<file path="src/rtl/uart_rx.sv">
// 8N1 UART receiver: oversamples the serial line at CLKS_PER_BIT clocks per bit,
// samples each bit at its midpoint and presents the byte with sticky status flags.
module uart_rx #(
  parameter int CLKS_PER_BIT = 5208
) (
  input  logic       i_clock,
  input  logic       i_reset,
  input  logic       i_rx,
  output logic       o_data_available,
  output logic [7:0] o_data_byte,
  output logic       o_frame_error
);

  localparam int CW = $clog2(CLKS_PER_BIT) + 1;
  localparam logic [CW-1:0] HALF_CNT = CW'((CLKS_PER_BIT - 1) / 2);
  localparam logic [CW-1:0] LAST_CNT = CW'(CLKS_PER_BIT - 1);

  typedef enum logic [1:0] {IDLE, START, DATA, STOP} state_t;

  state_t        state, state_n;
  logic [1:0]    sync;
  logic          rx_s;
  logic [CW-1:0] cnt, cnt_n;
  logic [2:0]    bit_idx, bit_idx_n;
  logic [7:0]    shift, shift_n;
  logic          avail_n, ferr_n;
  logic [7:0]    byte_n;

  assign rx_s = sync[1];

  always_ff @(posedge i_clock) begin
    if (i_reset) begin
      sync             <= 2'b11;
      state            <= IDLE;
      cnt              <= '0;
      bit_idx          <= '0;
      shift            <= '0;
      o_data_available <= 1'b0;
      o_data_byte      <= 8'h00;
      o_frame_error    <= 1'b0;
    end else begin
      sync             <= {sync[0], i_rx};
      state            <= state_n;
      cnt              <= cnt_n;
      bit_idx          <= bit_idx_n;
      shift            <= shift_n;
      o_data_available <= avail_n;
      o_data_byte      <= byte_n;
      o_frame_error    <= ferr_n;
    end
  end

  always_comb begin
    state_n   = state;
    cnt_n     = cnt;
    bit_idx_n = bit_idx;
    shift_n   = shift;
    avail_n   = o_data_available;
    byte_n    = o_data_byte;
    ferr_n    = o_frame_error;
    case (state)
      IDLE: begin
        cnt_n     = '0;
        bit_idx_n = '0;
        if (!rx_s) state_n = START;
      end
      START: begin
        // A line still high at the start-bit midpoint was only a glitch.
        if (cnt == HALF_CNT) begin
          cnt_n = '0;
          if (!rx_s) begin
            state_n   = DATA;
            bit_idx_n = '0;
            avail_n   = 1'b0;
            ferr_n    = 1'b0;
          end else begin
            state_n = IDLE;
          end
        end else begin
          cnt_n = cnt + 1'b1;
        end
      end
      DATA: begin
        if (cnt == LAST_CNT) begin
          cnt_n            = '0;
          shift_n[bit_idx] = rx_s;
          if (bit_idx == 3'd7) begin
            state_n   = STOP;
            bit_idx_n = '0;
          end else begin
            bit_idx_n = bit_idx + 3'd1;
          end
        end else begin
          cnt_n = cnt + 1'b1;
        end
      end
      STOP: begin
        // Re-arming at the stop midpoint lets gapless back-to-back frames through.
        if (cnt == LAST_CNT) begin
          cnt_n   = '0;
          state_n = IDLE;
          if (rx_s) begin
            byte_n  = shift;
            avail_n = 1'b1;
          end else begin
            ferr_n = 1'b1;
          end
        end else begin
          cnt_n = cnt + 1'b1;
        end
      end
      default: state_n = IDLE;
    endcase
  end

endmodule

</file>
<file path="config.mk">
export PLATFORM = sky130hd
export DESIGN_NAME = uart_rx
export DESIGN_NICKNAME = d
export VERILOG_FILES = /design/src/rtl/uart_rx.sv
export SDC_FILE = /design/constraint.sdc
export NUM_CORES = 1
export LEC_CHECK = 0
export ABC_AREA = 0
export CELL_PAD_IN_SITES_DETAIL_PLACEMENT = 2
export CELL_PAD_IN_SITES_GLOBAL_PLACEMENT = 2
export CORE_ASPECT_RATIO = 0.5
export CORE_UTILIZATION = 34
export CTS_BUF_LIST = sky130_fd_sc_hd__clkbuf_8
export DETAILED_ROUTE_END_ITERATION = 16
export PLACE_DENSITY = 0.87
export SLEW_MARGIN = 40
export SYNTH_ARGS = -nofsm -noshare
export SYNTH_HDL_FRONTEND = slang
export SYNTH_SLANG_ARGS = --single-unit
</file>
<file path="constraint.sdc">
create_clock -name i_clock -period 1.56 [get_ports i_clock]
set_input_delay 0.468 -clock i_clock [delete_from_list [all_inputs] [get_ports i_clock]]
set_output_delay 0.468 -clock i_clock [all_outputs]
set_load 0.02 [all_outputs]
</file>
==> results.md <==
- Status: finished, violations left
- Failing checks: negative setup slack
- Max_slew headroom: 0.7203
- Largest net degree at the start of global routing: 15
- Adder-Cell Fraction of Synth Area: 0.02060
- Hold path start: sync[0]
- Unrepaired setup endpoints after global routing: yes
- Lkg Pwr: 1.108 nW
- Synth top area share: 0.4286
- Starting Density: 0.3611
- Count leader, synth: dfxtp_1
- Post-synth EDFFs: 0
- Startpoint Class: flop
- Leading area contributor after synthesis: dfxtp_1
- Post-synthesis instance total: 193
- Main synth FF type: dfxtp_1
- Crit path time final: 1.826 ns
- Nets: 247
- Critical Path AT: 2.01 ns
- GRT Total Usage: 0.2751
- Clk slew on worst S/H paths: 0.09 ns
- DP HPWL: 4.179 mm
- CTS tree: built
- Worst setup margin: -0.2663 ns
- Post-synthesis compound-gate area fraction: 0.05632
- # IOs: 13
- FF-to-FF path depth: 6
- Largest family of logic cells by synthesized area: simple AND/OR/NAND/NOR gates
- Die H: 53.76 um
- CTS Buf Count: 5
- Slew Viols, Final: 0
- Fraction of layout instances using a drive strength above 1: 0.3140
- Final Core Density: 0.4970
- Flops & latches, synth: 39
- IO buf count: 12
- Worst VDD drop: 0.3458 mV
- Max Cap Viol: 0
- Clock Latency Late Sink: 0.31 ns
- Area grow syn2layout: 37.64%
- Syn nets: 199
- Unique cell type count in the Yosys netlist: 40
- Clock sink count: 39
- DRT Pass-1 Iters: 4
- Final Hold Fails: 0
- XOR/XNOR Fraction of Synth Area: 0.05769
- CP startpoint: cnt[6]
- Synth Area in Simple Gates: 0.2967
- Site Rows: 18
- Mean post-synth cell area: 9.439 sq um
- Final setup skew: 0.009360 ns
- Core ar.: 5045 sq um
- Peak Freq: 547.6 MHz
- Max Root-Sink Buffers: 2
- Met1 usage: 0.2895
- Post-synth ARST share: 0
- H-Tree Depth: 2
- Mux cell area share after synthesis: 0.08791
- Hold crit path type: reg2reg
- Hold_buf cts: 0
- Final Wtd Congestion: 0.7951
- Netlist Area Pre-Place: 1822 sq um
- Most Crowded Layer GR: met2
- Origin of the critical flop-to-flop path: cnt[6]
- First-pass GRT wire length: 11.01 mm
- Diode count: 0
- Worst Path Required: 1.75 ns
- Crit Path Max Fanout: 7
- Initial antenna violation count: 0
- Final WL: 7.663 mm
- Synth cell count leaders: 39 x dfxtp_1, 26 x nand2_1, 21 x nor2_1
- Worst Tran Pin Value: 0.4157 ns
- Die width: 105.5 um
- DIE AREA: 5673 sq um
- Vias in the first global route: 1,881
- Area contributors post-synth: dfxtp_1 43%, mux2i_1 8.8%, nand2_1 5.4%, xnor2_1 4.8%, nor2_1 4.3%
- Vias per cell: 5.481
- GR Layer Usage met3: 0.06295
- Final non-filler cell total: 312
- Placed instance count: 296
- Total gr overflow: 0
- Worst setup EP type: flop
- DRC: 0
- Final period util: 1.171
- Worst reg-to-reg setup slack: -0.27 ns
- Register area share after synthesis: 0.4286
- Drt wl/cell: 24.56 um
- Clk root buf: clkbuf_8
- Grt met2 use: 0.5384
- Power density over cell area: 718.3 nW/um^2
- Ys Warns: 0
- Worst setup path endpoint: shift[4]
- Reg2reg end: shift[4]
- Final setup fails: 37
- Vias: 1,710
- Crit path kind: reg2reg
- Starting DRC count in detailed routing: 56
- DRT antenna net count: 0
worst min path at each step:
stage | end | depth (start not counted)
final | sync[1] | 1
after global routing | sync[1] | 1
after CTS | sync[1] | 1
after detailed placement | sync[1] | 1
after global placement | sync[1] | 1
after floorplan | sync[1] | 1
what timing repair did:
action	4_1_cts	5_1_grt
gates cloned	0	1
endpoints found under the setup margin	47	37
pin swaps	8	5
buffers inserted	3	4
hold endpoints to repair	0	0
resized for setup	24	15
critical path: stages, from the launching register on:
cell	delay, ns
dfxtp_1	0.40
nor3b_1	0.38
and4b_1	0.29
buf_6	0.17
buf_12	0.12
nand4b_1	0.17
mux2i_1	0.17
metrics by stage:
stage	worst slack, ns	area [sq um]	power [mW]	hold WS (ns)	TNS (ns)
after floorplan	0.01883	1837	1.063	0.3895	0
after global placement	-0.1552	2237	1.093	0.4032	-4.032
after detailed placement	-0.2642	2237	1.098	0.4171	-6.849
after CTS	-0.1703	2391	1.776	0.4362	-3.746
after global routing	-0.3710	2507	1.847	0.4747	-9.907
final	-0.2663	2507	1.801	0.4515	-6.643
registers in the layout, indices dropped and copies added (netlist names), named ones only:
name              flops
shift                 8
state                 1
o_data_byte           8
bit_idx               3
o_frame_error         1
cnt                  14
sync                  2
o_data_available      1
final cells by class:
type | count | area (sq um)
inverter | 6 | 22.52
fill | 525 | 2537
timing repair buffer | 52 | 473.0
multi-input combinational | 137 | 1049
sequential | 39 | 792.0
clock buffer | 5 | 68.82
clock inverter | 3 | 15.01
tap | 70 | 87.58
power by group:
group	internal (mW)	switching (mW)
clock	0.307	0.411
sequential	0.997	0.00370
combinational	0.0321	0.0501
cells by family after synthesis:
logic type      count (synthesis)
mux                            16
fa+ha+maj                       3
xor+xnor                       12
flops                          39
compound gates                 11
simple gates                   95
buf+inv                        17
cell usage in the layout, fill, tap and decap left out, types with 3 or more instances in the layout:
master	instances
clkinv_2	3
buf_4	31
dfxtp_2	3
nand2_1	25
clkbuf_8	5
nand4_1	5
dlygate4sd2_1	10
xnor2_1	10
nand3_1	7
mux2i_1	15
nor3_1	5
dfxtp_1	34
inv_1	6
nor4_1	4
nor2_1	21
buf_6	6
metal layers:
| metal | wire length [um] | share of wire |
|---|---|---|
| met2 | 3949 | 0.52 |
| met5 | 0 | 0 |
| met1 | 3171 | 0.41 |
| met3 | 247 | 0.032 |
| met4 | 294 | 0.038 |
Power figures use the tool's default switching activity.
